**src/rtl/lfsr_ctrl_pkg.sv**
```systemverilog
// Shared types and defaults for the LFSR bank sequencer.
// State encoding is 3 bits so it fits the legacy state register width.
package lfsr_ctrl_pkg;

    typedef enum logic [2:0] {
        ST_IDLE  = 3'd0,
        ST_LOAD  = 3'd1,
        ST_SHIFT = 3'd2,
        ST_CAPT  = 3'd3,
        ST_HOLD  = 3'd4,
        ST_DONE  = 3'd5
    } state_e;

    localparam logic [31:0] DEFAULT_SEED = 32'hACE1_0001;
    localparam int unsigned CNT_W        = 16;

endpackage

```
**src/rtl/lfsr_word_buf.sv**
```systemverilog
// Captured-word register with valid/ready handshake; latency 1 from cap_i to valid_o.
// Holds data_o stable while ready_i is low; abort_i clears valid_o and wins over a handshake.
// Optional parity output under LFSR_BANK_CTRL_PARITY_EN.
module lfsr_word_buf (
    input  logic        clk,
    input  logic        rst,
    input  logic        cap_i,
    input  logic        abort_i,
    input  logic [31:0] data_i,
    input  logic        ready_i,
    output logic [31:0] data_o,
    output logic        valid_o,
    output logic        fire_o
`ifdef LFSR_BANK_CTRL_PARITY_EN
    ,
    output logic        parity_o
`endif
);

    logic [31:0] data_q;
    logic        valid_q;

    always_ff @(posedge clk or posedge rst) begin
        if (rst) begin
            data_q  <= '0;
            valid_q <= 1'b0;
        end else begin
            if (cap_i && !abort_i) begin
                data_q <= data_i;
            end
            if (abort_i) begin
                valid_q <= 1'b0;
            end else if (cap_i) begin
                valid_q <= 1'b1;
            end else if (valid_q && ready_i) begin
                valid_q <= 1'b0;
            end
        end
    end

`ifdef LFSR_BANK_CTRL_PARITY_EN
    logic parity_q;

    always_ff @(posedge clk or posedge rst) begin
        if (rst) begin
            parity_q <= 1'b0;
        end else if (cap_i && !abort_i) begin
            parity_q <= ^data_i;
        end
    end

    assign parity_o = parity_q;
`endif

    assign data_o  = data_q;
    assign valid_o = valid_q;
    // An aborted handshake must not count as a delivered word.
    assign fire_o  = valid_q && ready_i && !abort_i;

endmodule

```
**src/rtl/lfsr_bank_ctrl.sv**
```systemverilog
// Sequencer for the 32-lane LFSR bank: load, shift N cycles, capture, hand off; repeat per word.
// Optional word_parity output under LFSR_BANK_CTRL_PARITY_EN.
module lfsr_bank_ctrl #(
    parameter int unsigned SHIFTS_PER_WORD = 8,
    parameter logic [31:0] DEFAULT_SEED    = lfsr_ctrl_pkg::DEFAULT_SEED,
    parameter int unsigned CNT_W           = lfsr_ctrl_pkg::CNT_W
) (
    input  logic             clk,
    input  logic             rst,
    input  logic             start,
    input  logic             abort,
    input  logic [31:0]      seed_in,
    input  logic [CNT_W-1:0] num_words,
    output logic             ld_en,
    output logic             shift_en,
    output logic [31:0]      seed,
    input  logic [31:0]      lfsr_in,
    output logic [31:0]      word_out,
    output logic             word_valid,
    input  logic             word_ready,
    output logic             busy,
    output logic             done
`ifdef LFSR_BANK_CTRL_PARITY_EN
    ,
    output logic             word_parity
`endif
);

    import lfsr_ctrl_pkg::*;

    localparam logic [7:0] SHIFT_LAST = 8'(SHIFTS_PER_WORD - 1);

    state_e           state_q, state_d;
    logic [7:0]       shift_cnt_q, shift_cnt_d;
    logic [CNT_W-1:0] word_cnt_q, word_cnt_d;
    logic [31:0]      seed_q, seed_d;
    logic             fire;

    always_comb begin
        state_d     = state_q;
        shift_cnt_d = shift_cnt_q;
        word_cnt_d  = word_cnt_q;
        seed_d      = seed_q;
        case (state_q)
            ST_IDLE: begin
                if (start && !abort) begin
                    seed_d     = (seed_in == '0) ? DEFAULT_SEED : seed_in;
                    word_cnt_d = num_words;
                    state_d    = (num_words == '0) ? ST_DONE : ST_LOAD;
                end
            end
            ST_LOAD: begin
                shift_cnt_d = '0;
                state_d     = ST_SHIFT;
            end
            ST_SHIFT: begin
                if (shift_cnt_q == SHIFT_LAST) begin
                    shift_cnt_d = '0;
                    state_d     = ST_CAPT;
                end else begin
                    shift_cnt_d = shift_cnt_q + 8'd1;
                end
            end
            ST_CAPT: state_d = ST_HOLD;
            ST_HOLD: begin
                // Counting down from the latched value means the all-ones count cannot wrap.
                if (fire) begin
                    word_cnt_d = word_cnt_q - CNT_W'(1);
                    state_d    = (word_cnt_q == CNT_W'(1)) ? ST_DONE : ST_SHIFT;
                end
            end
            ST_DONE: state_d = ST_IDLE;
            default: state_d = ST_IDLE;
        endcase
        if (abort && state_q != ST_IDLE) begin
            state_d = ST_IDLE;
        end
    end

    always_ff @(posedge clk or posedge rst) begin
        if (rst) begin
            state_q     <= ST_IDLE;
            shift_cnt_q <= '0;
            word_cnt_q  <= '0;
            seed_q      <= '0;
        end else begin
            state_q     <= state_d;
            shift_cnt_q <= shift_cnt_d;
            word_cnt_q  <= word_cnt_d;
            seed_q      <= seed_d;
        end
    end

    lfsr_word_buf u_word_buf (
        .clk      (clk),
        .rst      (rst),
        .cap_i    (state_q == ST_CAPT),
        .abort_i  (abort),
        .data_i   (lfsr_in),
        .ready_i  (word_ready),
        .data_o   (word_out),
        .valid_o  (word_valid),
        .fire_o   (fire)
`ifdef LFSR_BANK_CTRL_PARITY_EN
        ,
        .parity_o (word_parity)
`endif
    );

    assign ld_en    = (state_q == ST_LOAD);
    assign shift_en = (state_q == ST_SHIFT);
    assign busy     = (state_q != ST_IDLE);
    assign done     = (state_q == ST_DONE);
    assign seed     = seed_q;

endmodule

```
**config.mk**
```make
export PLATFORM = sky130hd
export DESIGN_NAME = lfsr_bank_ctrl
export DESIGN_NICKNAME = d
export VERILOG_FILES = /design/src/rtl/lfsr_ctrl_pkg.sv /design/src/rtl/lfsr_word_buf.sv /design/src/rtl/lfsr_bank_ctrl.sv
export SDC_FILE = /design/constraint.sdc
export NUM_CORES = 1
export LEC_CHECK = 0
export CORE_MARGIN = 4
export CORE_UTILIZATION = 40
export CTS_BUF_LIST = sky130_fd_sc_hd__clkbuf_4 sky130_fd_sc_hd__clkbuf_8 sky130_fd_sc_hd__clkbuf_16
export CTS_CLUSTER_DIAMETER = 200
export CTS_CLUSTER_SIZE = 20
export DETAILED_ROUTE_END_ITERATION = 16
export GPL_ROUTABILITY_DRIVEN = 0
export HOLD_SLACK_MARGIN = 0.08
export PLACE_DENSITY = 0.73
export SYNTH_ARGS = -nofsm -noshare
export SYNTH_HDL_FRONTEND = slang
export SYNTH_SLANG_ARGS = --single-unit
```
**constraint.sdc**
```tcl
create_clock -name clk -period 4.38 [get_ports clk]
set_clock_uncertainty 0.15 [all_clocks]
set_input_delay 0.876 -clock clk [delete_from_list [all_inputs] [get_ports clk]]
set_output_delay 0.876 -clock clk [all_outputs]
set_load 0.01 [all_outputs]
```
==> results_dict.tcl, run 1 <==
set metrics [dict create \
    synth_edf_count 0 \
    dpl.hpwl_mm 8.307 \
    synth_common_cells "dfrtp_1 (92), mux2_2 (55), o21ai_0 (36)" \
    core_um2 10280 \
    initial_utilization 0.4099 \
    rows 37 \
    areaGrowthSynthToFinish_pct 44.22 \
    hp-class "reg2reg" \
    post-route-period-util 0.7084 \
    die_h_um 110.6 \
    ctsResizeCount 0 \
    final.setup.tns_ps 0 \
    synth_cell_type_count 46 \
    crit_arrival_ps 2080 \
    clk_pin_slew_ps 80 \
    synth_most_common_cell "dfrtp_1" \
    final_layout_size_suffix_gt1_frac 0.1607 \
    endpoint_kind "primary output" \
    ioPinCount 154 \
    vias_per_cell 5.294 \
    drc 0 \
    worstPathMaxFanout 10 \
    wirelength_mm 11.03 \
    clk_path_buf_depth 2 \
    ys_ff_latch 92 \
    netlist.top_cell.by_area "dfrtp_1" \
    post_drt_wl_per_cell_um 16.44 \
    hold_buffers 0 \
    htreeDepth 3 \
    grt_max_degree 52 \
    power_density_nw_per_um2 590.1 \
    critPathKind "reg2out" \
    drt_iter0_drc 123 \
    worst_slew_pin_slew_ps 763.4 \
    critPathMaxStageDelay_ps 640 \
    drtPass1Iterations 7 \
    syn_avg_cell_area_um2 11.09 \
    finalPower_w 0.003585 \
    required_ps 3350 \
    tritoncts "yes" \
    die_area_um2 12240 \
    vdd_ir_drop_max_mv 0.3092 \
    grt_setup_unrepaired "no" \
    fin_util 0.5912 \
    numPortBuffers 153 \
    synthCells 380 \
    ys_async_sr_fraction 1.000 \
    fmax_mhz 322.3 \
    synth_top_area_share 0.5465 \
    cts_setup_buffers 0 \
    ys_top_cells_by_area "dfrtp_1 (55%), mux2_2 (15%), o21ai_0 (4.3%)" \
    slowest_stage "clkdlybuf4s50_1" \
    slew_headroom 0.4904 \
    outcome "completed" \
    fin_nets 618 \
    detailed_place.area_um2 5898 \
    grt.total_usage 0.1868 \
    diodes 0 \
    overflow 0 \
    leakage_nw 2.466 \
    fin_area_um2 6076 \
    ff2ff_path_depth 5 \
    syn_nets 468 \
    yosysWarnings 0 \
    hold_depth 2 \
    ys.flop_type "dfrtp_1" \
    setup_viol 0 \
    worstSkewPairLatency_ps 360 \
    die_w_um 110.6 \
    report.final.slew_viol_count 0 \
    grt_pass1_vias 3721 \
    clock-root-buffer "clkbuf_8" \
    cap_violations 0 \
    numCtsBuffers 9 \
    period_needed_ps 3103 \
    grt_pass1_wl_mm 18.64 \
    cts.sinks 92 \
    hold-worst-slack_ps 343.0 \
    route.vias.total 3552 \
    synth_seq_area_share 0.5465 \
    ant_nets 0 \
    hold_viol 0 \
    syn-cell-area_um2 4213 \
    critPathLaunchType "flip-flop" \
    antenna_found_initial 0 \
    path_cells "nor3b_1 > clkdlybuf4s50_1" \
]
==> metal layers <==
layer | vias up | share of wire | GRT usage
met4 | 0 | 0.021 | 0.07718
met1 | 1718 | 0.39 | 0.2133
li1 | 1690 | - | -
met2 | 128 | 0.49 | 0.3107
met3 | 16 | 0.10 | 0.07562
met5 | - | 0 | 0
==> stage by stage <==
stage | setup slack, ps | instances
2_1_floorplan | 962.0 | 380
3_3_place_gp | 1511 | 655
3_5_place_dp | 1455 | 655
4_1_cts | 1249 | 671
5_1_grt | 1152 | 671
6_report | 1277 | 671
==> layout make-up <==
| class | count | area (um2) |
|---|---|---|
| Clock buffer | 10 | 137.6 |
| Clock inverter | 6 | 40.04 |
| Fill cell | 918 | 4202 |
| Inverter | 7 | 27.53 |
| Multi-Input combinational cell | 261 | 1809 |
| Sequential cell | 92 | 2302 |
| Tap cell | 136 | 170.2 |
| Timing Repair Buffer | 159 | 1589 |
==> report_power, final <==
group / internal, W / switching, W / total, W
Combinational: 0.000924 / 0.000646 / 0.00157
Sequential: 0.00123 / 0.000271 / 0.00150
Clock: 0.000221 / 0.000294 / 0.000514
Total: 0.00237 / 0.00121 / 0.00359
==> worst paths after layout <==
| path | end | slack, ps | startpoint |
|---|---|---|---|
| worst max-delay path | shift_en | 1280 | state_q[1]$_DFFE_PP0P_ |
| max in group asynchronous | u_word_buf.data_o[31]$_DFFE_PP0P_ | 2550 | rst |
| worst min register to register | seed[0]$_DFFE_PP0P_ | 340 | seed[0]$_DFFE_PP0P_ |
| worst max register to register | word_cnt_q[13]$_DFFE_PP0P_ | 2000 | state_q[0]$_DFFE_PP0P_ |
| min in group asynchronous | u_word_buf.data_o[7]$_DFFE_PP0P_ | 790 | rst |
| worst min-delay path | seed[0]$_DFFE_PP0P_ | 340 | seed[0]$_DFFE_PP0P_ |
==> cells by family after synthesis <==
family                   Yosys count  share of synthesized area
AND/OR/NAND/NOR                  114                     0.1443
flip-flops                        92                     0.5465
AO/OA/AOI/OAI                     87                     0.1230
multiplexers                      56                     0.1494
buffers and inverters             27                    0.02584
adder cells (fa/ha/maj)            3                   0.008911
XOR/XNOR                           1                   0.002079
==> sequential cells by signal, indices dropped and copies added, names as in the netlist <==
name                flops
u_word_buf.data_o      32
seed                   32
shift_cnt_q             8
state_q                 3
u_word_buf.valid_o      1
word_cnt_q             16
==> cell usage in the layout (no fill, tap or decap), types with 5 or more instances in the layout <==
cell and count:
nor2_1 28, nand2_1 26, nand3_1 10, a21oi_1 21, o31ai_1 6, buf_4 5, nand4_1 7, o21ai_0 36
nor4_1 14, dfrtp_1 92, clkbuf_8 10, inv_1 6, mux2_2 55, clkdlybuf4s50_1 153, nor3_1 7
==> critical path, delay by kind of cell, from the launching register on <==
kind,cells,cell delay (ps)
buffers and inverters,1,640
and+or+nand+nor,1,530
DFF,1,550
Note: power is estimated with default switching activity, not from simulation.
==> run 2: changes to the inputs <==
Clock period 4.38 ns to 3.1 ns, I/O delays scaled along.
==> results_dict.tcl, run 2 (synthesis results as in run 1) <==
set metrics [dict create \
    outcome "completed" \
    use_met1 0.2094 \
    grt_use_met3 0.07781 \
    vias_per_cell 5.234 \
    drc 0 \
    ioPinCount 154 \
    hold_viol 0 \
    required_ps 2330 \
    post-route-period-util 0.8733 \
    die_area_um2 12240 \
    ff2ff_setup_slack_ps 930 \
    clk_path_buf_depth 2 \
    leakage_nw 2.492 \
    endpoint_kind "primary output" \
    die_h_um 110.6 \
    htreeDepth 3 \
    worstPathMaxFanout 10 \
    final.setup.tns_ps 0 \
    rows 37 \
    wirelength_mm 11.12 \
    antenna_found_initial 0 \
    crit_arrival_ps 1940 \
    ff2ff_path_depth 5 \
    detailed_place.area_um2 5931 \
    critPathBufInv 2 \
    diodes 0 \
    grt.total_usage 0.1828 \
    initial_utilization 0.4099 \
    worstHoldStart "seed[31]$_DFFE_PP0P_" \
    multi_input_area_um2 1809 \
    grt_setup_unrepaired "no" \
    critPathMaxStageDelay_ps 530 \
    cts_setup_buffers 0 \
    register_area_um2 2302 \
    critPathLaunchType "flip-flop" \
    fmax_mhz 369.4 \
    timing.rr.start "word_cnt_q[4]$_DFFE_PP0P_" \
    final_layout_size_suffix_gt1_frac 0.1670 \
    numCtsBuffers 9 \
    slew_headroom 0.6172 \
    final_common_cell "clkdlybuf4s50_1" \
    final_cell_mix "clkdlybuf4s50_1 (153), dfrtp_1 (92), mux2_2 (55), o21ai_0 (36), nor2_1 (28)" \
    fin_area_um2 6141 \
    clk_pin_slew_ps 100 \
    post_drt_wl_per_cell_um 16.47 \
    overflow 0 \
    numPortBuffers 153 \
    gr-usage-met2 0.3119 \
    route.vias.total 3533 \
    cts.sinks 92 \
    dpl.hpwl_mm 8.173 \
    hold-path-endpoint "seed[31]$_DFFE_PP0P_" \
    vdd_ir_drop_max_mv 0.6010 \
    tritoncts "yes" \
    path_cells "nor3_1 > inv_1 > clkdlybuf4s50_1" \
    grt_pass1_wl_mm 18.23 \
    ant_nets 0 \
    hp-class "reg2reg" \
    grt_pass1_vias 3674 \
    core_um2 10280 \
    clock-root-buffer "clkbuf_8" \
    slowest_stage "clkdlybuf4s50_1" \
    n_fill_cell 890 \
    worst_slew_pin_slew_ps 572.1 \
    fin_nets 622 \
    ctsResizeCount 0 \
    hold_depth 2 \
    critPathTopFamily "buffers and inverters" \
    worstSkewPairLatency_ps 360 \
    drt_iter0_drc 112 \
    areaGrowthSynthToFinish_pct 45.77 \
    timing.rr.end "word_cnt_q[9]$_DFFE_PP0P_" \
    period_needed_ps 2707 \
    grt_max_degree 93 \
    hold_buffers 0 \
    power_density_nw_per_um2 848.1 \
    cap_violations 0 \
    die_w_um 110.6 \
    critPathKind "reg2out" \
    report.final.slew_viol_count 0 \
    drtPass1Iterations 4 \
    top_usage_layer "met2" \
    setup_viol 0 \
]
run 2: cell types whose count changed in the layout (fill, tap and decap cells not counted), sizes merged:
| cell | before | now |
|---|---|---|
| buf | 6 | 10 |
| inv | 6 | 7 |
| clkinvlp | 1 | 3 |
| bufinv | 0 | 1 |
| clkinv | 6 | 1 |
| clkbuf | 10 | 11 |
run 2: per-stage QoR:
step / hold slack, ps / util / setup slack (ps) / instances / power, W
finish: 335.5 / 0.5975 / 392.9 / 675 / 0.005208
floorplan: 303.4 / - / 1003 / 380 / 0.003118
detailed placement: 319.0 / 0.5771 / 450.3 / 659 / 0.004386
CTS: 341.2 / 0.5975 / 344.4 / 675 / 0.005268
global route: 362.7 / 0.5975 / 267.8 / 675 / 0.005554
global placement: 310.5 / 0.5771 / 496.1 / 659 / 0.004331
run 2: layout make-up:
type,instances,share of cell area
multi-input combinational,261,0.2946
clock buffer,11,0.02465
clock inverter,5,0.009576
inverter,7,0.004890
tap,136,0.02771
sequential,92,0.3749
timing repair buffer,163,0.2637
run 2: power breakdown:
part	switching, W	total, W	internal, W
sequential	0.000386	0.00212	0.00174
clock	0.000433	0.000852	0.000419
combinational	0.000916	0.00223	0.00132
run 2: metal layers:
metal  part of all wire  wire [um]  vias up
li1                   -          -     1694
met1               0.40       4489     1722
met2               0.50       5558      108
met3              0.086        958        9
met4              0.010        113        0
met5                  0          0        -
run 2: worst max-delay path by stage:
stage	from	to	slack (ps)	cells past startpoint
after detailed placement	seed_in[17]	seed[16]$_DFFE_PP0P_	450	6
after CTS	state_q[0]$_DFFE_PP0P_	busy	340	3
after global routing	state_q[0]$_DFFE_PP0P_	busy	270	3
after global placement	seed_in[17]	seed[26]$_DFFE_PP0P_	500	6
after floorplan	word_cnt_q[4]$_DFFE_PP0P_	word_cnt_q[9]$_DFFE_PP0P_	1000	5
final	state_q[0]$_DFFE_PP0P_	busy	390	3
run 2: tightest hold or removal path: cells and delay by family, from the launching register on:
family / cells / cell delay (ps)
AOI/OAI and AO/OA: 1 / 60
DFF: 1 / 350
and+or+nand+nor: 1 / 40
==> run 3: changes to the inputs <==
Settings changed: SLEW_MARGIN set to 10.
==> results of run 3 <==
No change in the layout: final DEF, timing and power equal those of run 2.
